**src/rtl/ah_lru_arbiter_n_pkg.sv**
```systemverilog
// Shared types and helpers for the AH LRU arbiter: FSM state, width helper,
// one-hot decode and max-rank selection over fixed-maximum-width vectors.
package ah_arb_pkg;

  localparam int unsigned MAX_N   = 64;
  localparam int unsigned MAX_IDW = 6;

  typedef enum logic [0:0] {
    IDLE  = 1'b0,
    OWNED = 1'b1
  } arb_state_e;

  function automatic int unsigned clog2_min1(input int unsigned n);
    return (n < 2) ? 1 : $clog2(n);
  endfunction

  function automatic logic [MAX_IDW-1:0] onehot_to_index(input logic [MAX_N-1:0] oh);
    logic [MAX_IDW-1:0] idx;
    idx = '0;
    for (int unsigned i = 0; i < MAX_N; i++) begin
      if (oh[i]) idx = idx | MAX_IDW'(i);
    end
    return idx;
  endfunction

  // Ranks are packed at a fixed MAX_IDW stride; unused lanes must be masked off.
  function automatic logic [MAX_N-1:0] max_rank_select(input logic [MAX_N-1:0]         mask,
                                                       input logic [MAX_N*MAX_IDW-1:0] ranks);
    logic [MAX_N-1:0]   sel;
    logic [MAX_IDW-1:0] best;
    logic               found;
    sel   = '0;
    best  = '0;
    found = 1'b0;
    for (int unsigned i = 0; i < MAX_N; i++) begin
      if (mask[i] && (!found || (ranks[i*MAX_IDW +: MAX_IDW] > best))) begin
        sel    = '0;
        sel[i] = 1'b1;
        best   = ranks[i*MAX_IDW +: MAX_IDW];
        found  = 1'b1;
      end
    end
    return sel;
  endfunction

endpackage

```
**src/rtl/ah_lru_arbiter_n_if.sv**
```systemverilog
// Request/grant bundle between requesters and the AH LRU arbiter.
interface ah_lru_arbiter_n_if
  import ah_arb_pkg::*;
#(
  parameter int unsigned N   = 4,
  parameter int unsigned IDW = clog2_min1(N)
);
  logic [N-1:0]     req;
  logic [N-1:0]     gnt_busy;
  logic [N-1:0]     req_last;
  logic [N-1:0]     gnt;
  logic             gnt_vld;
  logic [IDW-1:0]   gnt_id;
  logic [N*IDW-1:0] lru_rank;

  modport master (
    output req, gnt_busy, req_last,
    input  gnt, gnt_vld, gnt_id, lru_rank
  );

  modport slave (
    input  req, gnt_busy, req_last,
    output gnt, gnt_vld, gnt_id, lru_rank
  );
endinterface

```
**src/rtl/ah_lru_arbiter_n_rank_tracker.sv**
```systemverilog
// True-LRU rank permutation: picks the highest-ranked requester in a mask and
// moves it to rank 0 when a grant is issued.
module ah_lru_rank_tracker
  import ah_arb_pkg::*;
#(
  parameter int unsigned N   = 4,
  parameter int unsigned IDW = clog2_min1(N)
) (
  input  logic             i_clk,
  input  logic             i_rstn,
  input  logic [N-1:0]     i_mask,
  input  logic             i_upd,
  output logic [N-1:0]     o_win_oh,
  output logic [IDW-1:0]   o_win_idx,
  output logic [N*IDW-1:0] o_lru_rank
);
  logic [IDW-1:0]           r_rank [N];
  logic [MAX_N-1:0]         w_mask_ext;
  logic [MAX_N-1:0]         w_win_ext;
  logic [MAX_N*MAX_IDW-1:0] w_rank_ext;
  logic [MAX_IDW-1:0]       w_idx_ext;
  logic [IDW-1:0]           w_win_rank;
  logic                     w_unused;

  always_comb begin
    w_mask_ext          = '0;
    w_rank_ext          = '0;
    w_mask_ext[N-1:0]   = i_mask;
    for (int unsigned i = 0; i < N; i++) begin
      w_rank_ext[i*MAX_IDW +: MAX_IDW] = MAX_IDW'(r_rank[i]);
    end
  end

  assign w_win_ext = max_rank_select(w_mask_ext, w_rank_ext);
  assign w_idx_ext = onehot_to_index(w_win_ext);
  assign o_win_oh  = w_win_ext[N-1:0];
  assign o_win_idx = w_idx_ext[IDW-1:0];
  assign w_unused  = ^{w_win_ext, w_idx_ext};

  always_comb begin
    w_win_rank = '0;
    o_lru_rank = '0;
    for (int unsigned i = 0; i < N; i++) begin
      if (o_win_oh[i]) w_win_rank = r_rank[i];
      o_lru_rank[i*IDW +: IDW] = r_rank[i];
    end
  end

  always_ff @(posedge i_clk or negedge i_rstn) begin
    if (!i_rstn) begin
      for (int unsigned i = 0; i < N; i++) r_rank[i] <= IDW'(N - 1 - i);
    end else if (i_upd) begin
      for (int unsigned i = 0; i < N; i++) begin
        if (o_win_oh[i])                r_rank[i] <= '0;
        else if (r_rank[i] < w_win_rank) r_rank[i] <= r_rank[i] + IDW'(1);
      end
    end
  end

endmodule

```
**src/rtl/ah_lru_arbiter_n.sv**
```systemverilog
// N-way LRU arbiter with busy masking and optional grant hold until release;
// grant, valid and index are registered one cycle after an eligible request.
module ah_lru_arbiter_n
  import ah_arb_pkg::*;
#(
  parameter int unsigned N         = 4,
  parameter int unsigned IDW       = clog2_min1(N),
  parameter bit          HOLD_MODE = 1'b1
) (
  input logic               clk,
  input logic               rstn,
  ah_lru_arbiter_n_if.slave bus
);
  arb_state_e     r_state, w_state_nxt;
  logic [N-1:0]   w_elig, w_win_oh, r_gnt, w_gnt_nxt;
  logic [IDW-1:0] w_win_idx, r_gnt_id, w_gnt_id_nxt;
  logic           r_gnt_vld, w_vld_nxt;
  logic           w_release, w_arb, w_upd;

  assign w_elig = bus.req & ~bus.gnt_busy;

  ah_lru_rank_tracker #(
    .N   (N),
    .IDW (IDW)
  ) u_rank (
    .i_clk      (clk),
    .i_rstn     (rstn),
    .i_mask     (w_elig),
    .i_upd      (w_upd),
    .o_win_oh   (w_win_oh),
    .o_win_idx  (w_win_idx),
    .o_lru_rank (bus.lru_rank)
  );

  // Owner is the one-hot r_gnt, so release needs no index into req.
  assign w_release = |(r_gnt & (~bus.req | bus.req_last));
  assign w_arb     = !HOLD_MODE || (r_state == IDLE) || w_release;

  always_ff @(posedge clk or negedge rstn) begin
    if (!rstn) r_state <= IDLE;
    else       r_state <= w_state_nxt;
  end

  always_comb begin
    w_state_nxt = r_state;
    if (!HOLD_MODE)  w_state_nxt = IDLE;
    else if (w_arb)  w_state_nxt = (|w_elig) ? OWNED : IDLE;
  end

  always_comb begin
    w_upd        = 1'b0;
    w_gnt_nxt    = r_gnt;
    w_gnt_id_nxt = r_gnt_id;
    w_vld_nxt    = r_gnt_vld;
    if (w_arb) begin
      if (|w_elig) begin
        w_upd        = 1'b1;
        w_gnt_nxt    = w_win_oh;
        w_gnt_id_nxt = w_win_idx;
        w_vld_nxt    = 1'b1;
      end else begin
        w_gnt_nxt    = '0;
        w_gnt_id_nxt = '0;
        w_vld_nxt    = 1'b0;
      end
    end
  end

  always_ff @(posedge clk or negedge rstn) begin
    if (!rstn) begin
      r_gnt     <= '0;
      r_gnt_id  <= '0;
      r_gnt_vld <= 1'b0;
    end else begin
      r_gnt     <= w_gnt_nxt;
      r_gnt_id  <= w_gnt_id_nxt;
      r_gnt_vld <= w_vld_nxt;
    end
  end

  assign bus.gnt     = r_gnt;
  assign bus.gnt_id  = r_gnt_id;
  assign bus.gnt_vld = r_gnt_vld;

endmodule

```
**src/flat_wrapper.sv**
```systemverilog
// flat-port wrapper written by rule: the top's interface ports become plain ports
module ah_lru_arbiter_n_flat import ah_arb_pkg::*;
#(
  parameter int unsigned N         = 4,
  parameter int unsigned IDW       = clog2_min1(N),
  parameter bit          HOLD_MODE = 1'b1
)
  (clk, rstn, bus_req, bus_gnt_busy, bus_req_last, bus_gnt, bus_gnt_vld, bus_gnt_id, bus_lru_rank);
  ah_lru_arbiter_n_if #(.N(N), .IDW(IDW)) bus_i ();
  input logic clk;
  input logic rstn;
  input wire logic [$bits(bus_i.req)-1:0] bus_req;
  input wire logic [$bits(bus_i.gnt_busy)-1:0] bus_gnt_busy;
  input wire logic [$bits(bus_i.req_last)-1:0] bus_req_last;
  output wire logic [$bits(bus_i.gnt)-1:0] bus_gnt;
  output wire logic [$bits(bus_i.gnt_vld)-1:0] bus_gnt_vld;
  output wire logic [$bits(bus_i.gnt_id)-1:0] bus_gnt_id;
  output wire logic [$bits(bus_i.lru_rank)-1:0] bus_lru_rank;
  assign bus_i.req = bus_req;
  assign bus_i.gnt_busy = bus_gnt_busy;
  assign bus_i.req_last = bus_req_last;
  assign bus_gnt = bus_i.gnt;
  assign bus_gnt_vld = bus_i.gnt_vld;
  assign bus_gnt_id = bus_i.gnt_id;
  assign bus_lru_rank = bus_i.lru_rank;
  ah_lru_arbiter_n #(.N(N), .IDW(IDW), .HOLD_MODE(HOLD_MODE)) u_core (.clk(clk), .rstn(rstn), .bus(bus_i));
endmodule
```
**config.mk**
```make
export PLATFORM = sky130hd
export DESIGN_NAME = ah_lru_arbiter_n_flat
export DESIGN_NICKNAME = d
export VERILOG_FILES = /design/src/rtl/ah_lru_arbiter_n_pkg.sv /design/src/rtl/ah_lru_arbiter_n_if.sv /design/src/rtl/ah_lru_arbiter_n_rank_tracker.sv /design/src/rtl/ah_lru_arbiter_n.sv /design/src/flat_wrapper.sv
export SDC_FILE = /design/constraint.sdc
export NUM_CORES = 1
export LEC_CHECK = 0
export CAP_MARGIN = 25
export CORE_MARGIN = 2
export CORE_UTILIZATION = 45
export CTS_CLUSTER_SIZE = 25
export DETAILED_ROUTE_END_ITERATION = 10
export GPL_TIMING_DRIVEN = 0
export PLACE_DENSITY = 0.73
export REMOVE_ABC_BUFFERS = 1
export SETUP_SLACK_MARGIN = 0.15
export SYNTH_ARGS = -nofsm -noshare
export SYNTH_HDL_FRONTEND = slang
export SYNTH_SLANG_ARGS = --single-unit
```
**constraint.sdc**
```tcl
create_clock -name clk -period 4.9 [get_ports clk]
set_input_delay 0.49 -clock clk [delete_from_list [all_inputs] [get_ports clk]]
set_output_delay 0.49 -clock clk [all_outputs]
set_load 0.005 [all_outputs]
```
==> flow_summary.json, run 1 <==
{
  "vias": 1419,
  "grt_pass1_vias": 1470,
  "crit_arrival_ps": 4900,
  "end_kind": "flip-flop",
  "synth_top_area_share_pct": 21.8,
  "synth_seq_cells": 15,
  "die_h_um": 57.0,
  "n_antenna_cell": 0,
  "die_w_um": 57.0,
  "drive_gt1_share_pct": 47.8,
  "fin_crit_ps": 4710,
  "grt_max_degree": 16,
  "synth.distinct_cells": 47,
  "insertion_delay_ps": 290,
  "setup_slack_ps": 193,
  "cts_buffers": 3,
  "drv_cap": 0,
  "cts_hold_buf": 0,
  "fmax_mhz": 212,
  "post-synth-top-count-cell": "nand2_1",
  "dieArea_um2": 3250,
  "rsz0062_at_grt": "no",
  "period_share_pct": 96.1,
  "yosys.area.top_type": "dfrtp_1",
  "wire_per_inst_um": 19.4,
  "p_per_area_nw_per_um2": 655,
  "clock_sinks": 15,
  "cts_tree": "done",
  "yosysWarnings": 0,
  "slowest_delay_ps": 280,
  "final_antenna_net_count": 0,
  "place_congestion": 0.865,
  "slowest_stage": "and2b_4",
  "top_usage_layer": "met2",
  "cp-start-kind": "input port",
  "portBuffers": 28,
  "syn_area_per_cell_um2": 9.42,
  "synthToLayoutAreaGrowth_pct": 64.1,
  "path_common_cell": "buf_4",
  "worstPathMaxFanout": 3,
  "vdd_drop_max_uv": 525,
  "grt_util_met1_pct": 31.7,
  "drt-vias-per-instance": 6.06,
  "io_pins": 29,
  "fin_tns_setup_ps": 0,
  "initial_utilization_pct": 46.6,
  "gr-total-overflow": 0,
  "clkSlewWorstSetupHoldPaths_ps": 100,
  "slew_viol_final": 0,
  "route.detailed.drc": 0,
  "met3_usage_pct": 4.99,
  "final_cells": 234,
  "dpl.cell_count": 189,
  "setup_viol": 0,
  "dr.pass1.iters": 5,
  "synth_flop_cell": "dfrtp_1",
  "hold_violations": 0,
  "nets": 228,
  "skew_ps": 2.30,
  "dp_slack_ps": -829,
  "clockBufferDepth": 2,
  "core_area_um2": 2710,
  "hpwl_um": 2420,
  "crit_required_ps": 5100,
  "htreeDepth": 1,
  "synth_area_leaders": "dfrtp_1 22%, ha_1 9.9%, dfstp_2 8.3%",
  "synth_edf_count": 0,
  "async_flop_share_pct": 100,
  "outcome": "complete, no violations",
  "utilization_pct": 76.5,
  "grtUsageMet2_pct": 52.4,
  "ys_top_cells_by_count": "15 x nand2_1, 11 x dfrtp_1, 11 x inv_1",
  "fp-row-count": 19,
  "track_usage_pct": 28.3,
  "synth_cells": 134,
  "first_iter_violations": 53,
  "antenna_found_initial": 0,
  "worst_slew_pin_slew_ps": 709,
  "p_leak_nw": 0.889,
  "hold_path.class": "flip-flop to flip-flop",
  "slew_headroom_pct": 52.6,
  "n_fill_cell": 180,
  "grt_pass1_wl_um": 6970,
  "drt_wl_total_um": 4530,
  "cts.root.buffer_cell": "clkbuf_4",
  "netlist_area_um2": 1260,
  "crit_type": "input port to flip-flop",
  "ys_seq_area_share_pct": 30.1
}
==> power by group <==
part           switching (mW)  internal [mW]
combinational           0.481          0.537
sequential             0.0722          0.193
clock                  0.0436         0.0304
total                   0.597          0.760
==> what timing repair did <==
| item | in CTS | in global routing |
|---|---|---|
| endpoints found under the setup margin | 8 | 9 |
| buffers inserted | 37 | 4 |
| pin swaps | 17 | 19 |
| resized for setup | 20 | 26 |
| endpoints found under the hold margin | 0 | 0 |
==> routing by layer <==
| layer | wire [um] | share of wire (%) |
|---|---|---|
| met5 | 0 | 0 |
| met4 | 176 | 3.9 |
| met3 | 276 | 6.1 |
| met2 | 2390 | 53 |
| met1 | 1680 | 37 |
==> registers in the layout (all words and copies together) (netlist names) <==
| register | flops |
|---|---|
| u_core.bus.gnt | 4 |
| u_core.bus.gnt_id | 2 |
| u_core.bus.gnt_vld | 1 |
| u_core.u_rank.o_lru_rank | 8 |
==> critical path: cells and delay by family <==
kind	cells	cell delay [ps]
adders and majority gates	1	230
buffers and inverters	23	2820
AOI/OAI and AO/OA	3	580
and+or+nand+nor	5	750
==> layout make-up <==
type | count | area, um2 | area share (%)
inverter | 11 | 41.3 | 1.99
clock inverter | 1 | 5.00 | 0.242
tap | 31 | 38.8 | 1.87
timing repair buffer | 69 | 589 | 28.4
sequential | 15 | 380 | 18.4
multi-input combinational | 104 | 995 | 48.0
clock buffer | 3 | 22.5 | 1.09
==> cell families after synthesis <==
logic type               after synthesis  share of synthesized area [%]
flip-flops                            15                           30.1
buffers and inverters                 15                           6.54
adder cells (fa/ha/maj)               10                           9.91
AO/OA/AOI/OAI                         43                           27.5
multiplexers                           3                           2.48
AND/OR/NAND/NOR                       48                           23.5
==> stage by stage <==
step	cell area [um2]	total power [mW]	hold slack, ps
6_report	2070	1.36	491
5_1_grt	2070	1.45	513
4_1_cts	1940	1.19	495
3_5_place_dp	1540	0.914	473
3_3_place_gp	1540	0.878	468
2_1_floorplan	1220	0.682	194
==> final timing paths <==
check,start,to,slack (ps),depth (start not counted)
max reg2reg,u_core.u_rank.o_lru_rank[1]$_DFFE_PN1P_,u_core.u_rank.o_lru_rank[2]$_DFFE_PN0P_,190,30
min reg2reg,u_core.bus.gnt_id[0]$_DFFE_PN0N_,u_core.bus.gnt_id[0]$_DFFE_PN0N_,490,2
min,u_core.bus.gnt_id[0]$_DFFE_PN0N_,u_core.bus.gnt_id[0]$_DFFE_PN0N_,490,2
max,bus_gnt_busy[0],u_core.u_rank.o_lru_rank[2]$_DFFE_PN0P_,190,32
min in group asynchronous,rstn,u_core.bus.gnt_vld$_DFFE_PN0N_,620,1
max in group asynchronous,rstn,u_core.u_rank.o_lru_rank[5]$_DFFE_PN0P_,3840,1
==> layout by cell type (no fill, tap or decap), drive strengths merged, types with 3 or more instances in the layout <==
| cell | instances |
|---|---|
| a21oi | 10 |
| dfstp | 4 |
| clkbuf | 5 |
| dfrtp | 11 |
| nand2 | 16 |
| o21ai | 10 |
| nand4 | 3 |
| a31oi | 3 |
| and2b | 3 |
| nor2 | 9 |
| nand2b | 7 |
| clkdlybuf4s50 | 26 |
| buf | 41 |
| ha | 10 |
| inv | 11 |
(Power assumes the default switching activity.)
==> run 2: changes to the inputs <==
--- a/config.mk
+++ b/config.mk
@@ -7,11 +7,11 @@
 export LEC_CHECK = 0
 export CAP_MARGIN = 25
 export CORE_MARGIN = 2
-export CORE_UTILIZATION = 45
+export CORE_UTILIZATION = 50
 export CTS_CLUSTER_SIZE = 25
 export DETAILED_ROUTE_END_ITERATION = 10
 export GPL_TIMING_DRIVEN = 0
-export PLACE_DENSITY = 0.73
+export PLACE_DENSITY = 0.77
 export REMOVE_ABC_BUFFERS = 1
 export SETUP_SLACK_MARGIN = 0.15
 export SYNTH_ARGS = -nofsm -noshare
==> constraint.sdc (replaced) <==
create_clock -name clk -period 4.64 [get_ports clk]
set_input_delay 0.464 -clock clk [delete_from_list [all_inputs] [get_ports clk]]
set_output_delay 0.464 -clock clk [all_outputs]
set_load 0.005 [all_outputs]
==> run 2 against run 1 <==
  * The run now ends with setup timing left
  * Global-route usage increased by 1.5 points
  * Die area fell by 9.3%
  * Wire length up 4.3%
  * Combinational power is 12% higher
  * Critical endpoint is now u_core.u_rank.o_lru_rank[5]$_DFFE_PN0P_
  * First-iteration DRC count decreased by 13%
  * Utilization up 5.8 points
==> flow_summary.json, run 2 (synthesis gave the netlist of run 1 again) <==
{
  "wl_met2_um": 2410,
  "n_fill_cell": 151,
  "grt_pass1_wl_um": 6180,
  "htreeDepth": 1,
  "grt_pass1_vias": 1275,
  "met1_length_um": 1810,
  "p_per_area_nw_per_um2": 755,
  "crit_path_start": "u_core.u_rank.o_lru_rank[0]$_DFFE_PN1P_",
  "drt_wl_total_um": 4720,
  "cp-endpoint": "u_core.u_rank.o_lru_rank[5]$_DFFE_PN0P_",
  "track_usage_pct": 29.8,
  "wire_per_inst_um": 21.8,
  "reg2regPathDepth": 25,
  "synthToLayoutAreaGrowth_pct": 58.5,
  "highest_layer": "met4",
  "final_common_cell": "clkdlybuf4s50_1",
  "hpwl_um": 2410,
  "rsz0062_at_grt": "yes",
  "worst_slew_pin_slew_ps": 767,
  "slowest_stage": "dfstp_2",
  "clock_sinks": 15,
  "cp-start-kind": "flip-flop",
  "worstPathMaxFanout": 4,
  "met3_length_um": 317,
  "nets": 212,
  "violations": "setup timing",
  "portBuffers": 28,
  "final_antenna_net_count": 0,
  "die_h_um": 54.3,
  "reg2reg_slack_ps": -30,
  "drive_gt1_share_pct": 46.0,
  "vdd_drop_max_uv": 609,
  "cts_buffers": 3,
  "fin_crit_ps": 4670,
  "largest_reg_flops": 8,
  "hold_violations": 0,
  "dieArea_um2": 2940,
  "path_common_cell": "ha_4",
  "drv_cap": 0,
  "antenna_found_initial": 0,
  "slowest_delay_ps": 560,
  "drt-vias-per-instance": 6.35,
  "core_area_um2": 2430,
  "cts_hold_buf": 0,
  "hold_start": "u_core.bus.gnt_id[1]$_DFFE_PN0N_",
  "dp_slack_ps": -1080,
  "period_share_pct": 101,
  "end_kind": "flip-flop",
  "clockBufferDepth": 2,
  "hold_depth": 2,
  "die_w_um": 54.3,
  "vias": 1379,
  "crit_type": "flip-flop to flip-flop",
  "dr.pass1.iters": 4,
  "initial_utilization_pct": 51.9,
  "hold_path.class": "flip-flop to flip-flop",
  "grt_max_degree": 16,
  "cts.root.buffer_cell": "clkbuf_4",
  "slew_viol_final": 0,
  "first_iter_violations": 46,
  "io_pins": 29,
  "insertion_delay_ps": 310,
  "clkSlewWorstSetupHoldPaths_ps": 110,
  "place_congestion": 0.845,
  "fmax_mhz": 214,
  "reg2reg_to": "u_core.u_rank.o_lru_rank[5]$_DFFE_PN0P_",
  "route.detailed.drc": 0,
  "placed_area_um2": 1540,
  "gr-total-overflow": 0,
  "slew_headroom_pct": 48.7,
  "outcome": "finished with violations",
  "n_antenna_cell": 0,
  "crit_arrival_ps": 4860,
  "setup_slack_ps": -28.6,
  "fin_area_um2": 2000,
  "p_leak_nw": 0.812,
  "crit_required_ps": 4830,
  "skew_ps": 1.87,
  "r2r-start": "u_core.u_rank.o_lru_rank[0]$_DFFE_PN1P_",
  "cts_tree": "done",
  "fp-row-count": 18,
  "setup_viol": 2,
  "mostFrequentLayoutCells": "26 x clkdlybuf4s50_1, 23 x buf_4, 11 x nand2_1, 11 x dfrtp_1, 9 x ha_4"
}
run 2: metal layers:
metal | vias to the layer above | GRT usage, %
li1 | 604 | -
met1 | 665 | 36.4
met2 | 86 | 52.8
met3 | 24 | 4.37
met4 | 0 | 10.4
met5 | - | 0
run 2: cell type report:
cell class / count / area, um2 / area share, %
clock buffers: 4 / 26.3 / 1.31
inverters: 11 / 41.3 / 2.06
multi-input cells: 104 / 1050 / 52.5
flip-flops and latches: 15 / 380 / 19.0
well taps: 30 / 37.5 / 1.88
repair buffers: 53 / 465 / 23.3
run 2: worst max-delay path, delay by kind of cell (launching register included):
kind | cells | cell delay [ps]
compound gates | 8 | 1270
simple gates | 8 | 960
fa+ha+maj | 4 | 940
flops | 1 | 560
mux | 2 | 560
buf+inv | 3 | 250
run 2: worst min path at each step:
stage          slack [ps]                          endpoint
6_report              510  u_core.bus.gnt_id[1]$_DFFE_PN0N_
3_5_place_dp          490  u_core.bus.gnt_id[1]$_DFFE_PN0N_
5_1_grt               540  u_core.bus.gnt_id[1]$_DFFE_PN0N_
3_3_place_gp          470  u_core.bus.gnt_id[0]$_DFFE_PN0N_
4_1_cts               510  u_core.bus.gnt_id[1]$_DFFE_PN0N_
2_1_floorplan         170     u_core.bus.gnt[0]$_DFFE_PN0N_
run 2: power breakdown:
group          total, mW  switching (mW)  internal, mW
Clock             0.0869          0.0533        0.0337
Sequential         0.279          0.0758         0.203
Combinational       1.14           0.562         0.582
Total               1.51           0.691         0.819
run 2: timing repair:
| item | 4_1_cts | 5_1_grt |
|---|---|---|
| buffers inserted | 15 | 10 |
| endpoints found under the setup margin | 10 | 10 |
| pin swaps | 21 | 22 |
| resized for setup | 32 | 23 |
run 2: stage by stage:
stage	utilization, %	TNS (ps)	total power [mW]	instances	hold slack [ps]
6_report	82.3	-29.2	1.51	217	509
5_1_grt	82.3	-623	1.60	217	538
4_1_cts	74.0	-71.0	1.24	207	510
3_5_place_dp	63.3	-7960	0.969	188	486
3_3_place_gp	63.3	-6490	0.932	188	468
2_1_floorplan	-	-20.5	0.720	130	168
==> run 3: changes to the inputs <==
--- a/config.mk
+++ b/config.mk
@@ -7,13 +7,14 @@
 export LEC_CHECK = 0
 export CAP_MARGIN = 25
 export CORE_MARGIN = 2
-export CORE_UTILIZATION = 50
+export CORE_UTILIZATION = 49
 export CTS_CLUSTER_SIZE = 25
 export DETAILED_ROUTE_END_ITERATION = 10
 export GPL_TIMING_DRIVEN = 0
-export PLACE_DENSITY = 0.77
+export PLACE_DENSITY = 0.76
 export REMOVE_ABC_BUFFERS = 1
 export SETUP_SLACK_MARGIN = 0.15
 export SYNTH_ARGS = -nofsm -noshare
 export SYNTH_HDL_FRONTEND = slang
+export SYNTH_HIERARCHICAL = 1
 export SYNTH_SLANG_ARGS = --single-unit
==> constraint.sdc (replaced) <==
create_clock -name clk -period 4.64 [get_ports clk]
set_input_delay 0.464 -clock clk [delete_from_list [all_inputs] [get_ports clk]]
set_output_delay 0.464 -clock clk [all_outputs]
set_load 0.01 [all_outputs]
==> run 3 against run 2 <==
  * The flow still finishes with violations (setup timing)
  * Sequential power down 8.6%
  * Largest cell class unchanged
  * Design area down 5.6%
  * Critical endpoint is now u_core/u_rank/o_lru_rank[4]$_DFFE_PN1P_
  * Fmax down 2.5%
  * Highest routed layer unchanged
  * Area after synthesis down 5.8%
==> flow_summary.json, run 3 <==
{
  "worst_slew_pin_slew_ps": 717,
  "fin_crit_ps": 4790,
  "worstPathMaxFanout": 7,
  "p_sw_mw": 0.570,
  "first_iter_violations": 23,
  "die_w_um": 53.3,
  "setup_viol": 8,
  "cp-start-kind": "flip-flop",
  "setup_slack_ps": -148,
  "yosysWarnings": 6,
  "skew_ps": 4.23,
  "crit_required_ps": 4840,
  "mostFrequentLayoutCells": "26 x clkdlybuf4s50_1, 16 x buf_4, 16 x inv_1",
  "crit_path_start": "u_core/u_rank/o_lru_rank[1]$_DFFE_PN1P_",
  "grt_pass1_vias": 1223,
  "fp-row-count": 17,
  "syn_area_per_cell_um2": 9.21,
  "clkSlewWorstSetupHoldPaths_ps": 100,
  "dieArea_um2": 2840,
  "final_common_cell": "clkdlybuf4s50_1",
  "final_antenna_net_count": 0,
  "period_share_pct": 103,
  "reg2reg_slack_ps": -150,
  "n_fill_cell": 129,
  "clock_sinks": 15,
  "violations": "setup timing",
  "vdd_drop_max_uv": 524,
  "slew_headroom_pct": 52.0,
  "largest_reg_flops": 8,
  "drt_wl_total_um": 3940,
  "nets": 201,
  "p_per_area_nw_per_um2": 688,
  "r2r-start": "u_core/u_rank/o_lru_rank[1]$_DFFE_PN1P_",
  "insertion_delay_ps": 290,
  "ys_top_cells_by_count": "16 x inv_1, 14 x nand2_1, 11 x dfrtp_1",
  "core_area_um2": 2250,
  "highest_layer": "met4",
  "netlist_area_um2": 1190,
  "wire_per_inst_um": 19.3,
  "fmax_mhz": 209,
  "fin_tns_setup_ps": -623,
  "slew_viol_final": 0,
  "reg2reg_to": "u_core/u_rank/o_lru_rank[4]$_DFFE_PN1P_",
  "initial_utilization_pct": 52.7,
  "async_flop_share_pct": 100,
  "met1_length_um": 1500,
  "post-synth-top-count-cell": "inv_1",
  "grt_pass1_wl_um": 5490,
  "internal-power_mw": 0.729,
  "place_congestion": 0.856,
  "swShare_pct": 43.9,
  "dr.pass1.iters": 4,
  "yosys.area.top_type": "dfrtp_1",
  "grt_max_degree": 16,
  "hold_violations": 0,
  "hold_path.class": "flip-flop to flip-flop",
  "clkPwrFrac_pct": 6.2,
  "reg2regPathDepth": 22,
  "route.detailed.drc": 0,
  "cts_tree": "done",
  "outcome": "finished with violations",
  "gr-total-overflow": 0,
  "hpwl_um": 2120,
  "crit_arrival_ps": 4990,
  "end_kind": "flip-flop",
  "dpl.cell_count": 184,
  "wl_met2_um": 2040,
  "synth_flop_cell": "dfrtp_1",
  "synth_edf_count": 0,
  "drv_cap": 0,
  "cp-endpoint": "u_core/u_rank/o_lru_rank[4]$_DFFE_PN1P_",
  "p_leak_nw": 0.792,
  "final_cells": 204,
  "ys_seq_area_share_pct": 32.0,
  "clockBufferDepth": 2,
  "htreeDepth": 1,
  "synth_area_leaders": "dfrtp_1 23%, ha_1 11%, dfstp_2 8.8%",
  "drt-vias-per-instance": 6.09,
  "n_antenna_cell": 0,
  "cts.root.buffer_cell": "clkbuf_4",
  "die_h_um": 53.3,
  "crit_type": "flip-flop to flip-flop",
  "rsz0062_at_grt": "yes",
  "met3_length_um": 293,
  "synth_top_area_share_pct": 23.2,
  "p_comb_share_pct": 74.2,
  "synthToLayoutAreaGrowth_pct": 58.8,
  "io_pins": 29,
  "antenna_found_initial": 0,
  "drive_gt1_share_pct": 38.1,
  "synth_seq_cells": 15,
  "track_usage_pct": 27.6,
  "seq_power_share_pct": 19.6,
  "vias": 1243,
  "cts_buffers": 3,
  "portBuffers": 28,
  "synth_cells": 129,
  "synth.distinct_cells": 43
}
## run 3: metal layers
metal,global-route usage (%),vias to the layer above
met3,3.67,20
met1,29.8,600
met2,50.8,68
li1,-,555
met5,0,-
met4,15.0,0
## run 3: power groups by stage
stage | combinational, mW | clock [mW] | sequential, mW
floorplan | 0.385 | 0 | 0.271
global placement | 0.590 | 0 | 0.251
detailed placement | 0.611 | 0 | 0.254
CTS | 0.783 | 0.0796 | 0.252
global route | 1.02 | 0.0861 | 0.263
finish | 0.964 | 0.0811 | 0.255
## run 3: area by class of cell
class | count | area [um2] | area share (%)
Clock buffer | 4 | 26.3 | 1.39
Sequential cell | 15 | 380 | 20.1
Tap cell | 28 | 35.0 | 1.86
Multi-Input combinational cell | 95 | 988 | 52.4
Inverter | 18 | 67.6 | 3.58
Timing Repair Buffer | 44 | 390 | 20.7
## run 3: critical path: stages (launching register included)
cell      delay [ps]
dfstp_2          560
nand2_2           70
ha_4             220
nor2b_4          130
o211ai_4         250
o21ai_4          140
a21boi_4         230
ha_4             240
nor2b_4          130
o311ai_4         270
buf_4            220
nor2_2            70
a21oi_1          200
ha_1             260
nor2b_4           50
o211ai_1         230
o41a_1           280
inv_2            100
o21a_4           260
ha_4             300
nor3_4            40
o21a_1           200
a311oi_2         230
## run 3: cells by family after synthesis
family,count (synthesis),share of synthesized area [%]
AND/OR/NAND/NOR,47,22.8
AO/OA/AOI/OAI,30,21.2
buffers and inverters,19,6.63
flip-flops,15,32.0
adder cells (fa/ha/maj),10,10.5
multiplexers,8,6.84
## run 3: through the flow
stage,hold slack (ps),utilization (%),instance area (um2),total power [mW],setup slack [ps]
floorplan,168,-,1180,0.656,-356
global placement,506,66.2,1490,0.841,-1450
detailed placement,515,66.2,1490,0.866,-1590
CTS,537,77.4,1740,1.12,109
global route,561,83.7,1890,1.36,-177
finish,535,83.7,1890,1.30,-148
## run 3: worst min-delay path by stage
stage | end | cells past startpoint | slack [ps] | from
after floorplan | u_core/bus.gnt[0]$_DFFE_PN0P_ | 0 | 170 | rstn
after global placement | u_core/u_rank/o_lru_rank[3]$_DFFE_PN1P_ | 1 | 510 | u_core/u_rank/o_lru_rank[3]$_DFFE_PN1P_
after detailed placement | u_core/u_rank/o_lru_rank[3]$_DFFE_PN1P_ | 1 | 510 | u_core/u_rank/o_lru_rank[3]$_DFFE_PN1P_
after CTS | u_core/bus.gnt_id[1]$_DFFE_PN0P_ | 2 | 540 | u_core/bus.gnt_id[1]$_DFFE_PN0P_
after global routing | u_core/bus.gnt_id[1]$_DFFE_PN0P_ | 2 | 560 | u_core/bus.gnt_id[1]$_DFFE_PN0P_
final | u_core/bus.gnt_id[1]$_DFFE_PN0P_ | 2 | 530 | u_core/bus.gnt_id[1]$_DFFE_PN0P_
## run 3: repair_timing
| action | 4_1_cts | 5_1_grt |
|---|---|---|
| setup buffers | 12 | 4 |
| pin swaps | 14 | 12 |
| resized for setup | 33 | 19 |
| hold buffers | 0 | 0 |
| endpoints found under the setup margin | 14 | 8 |
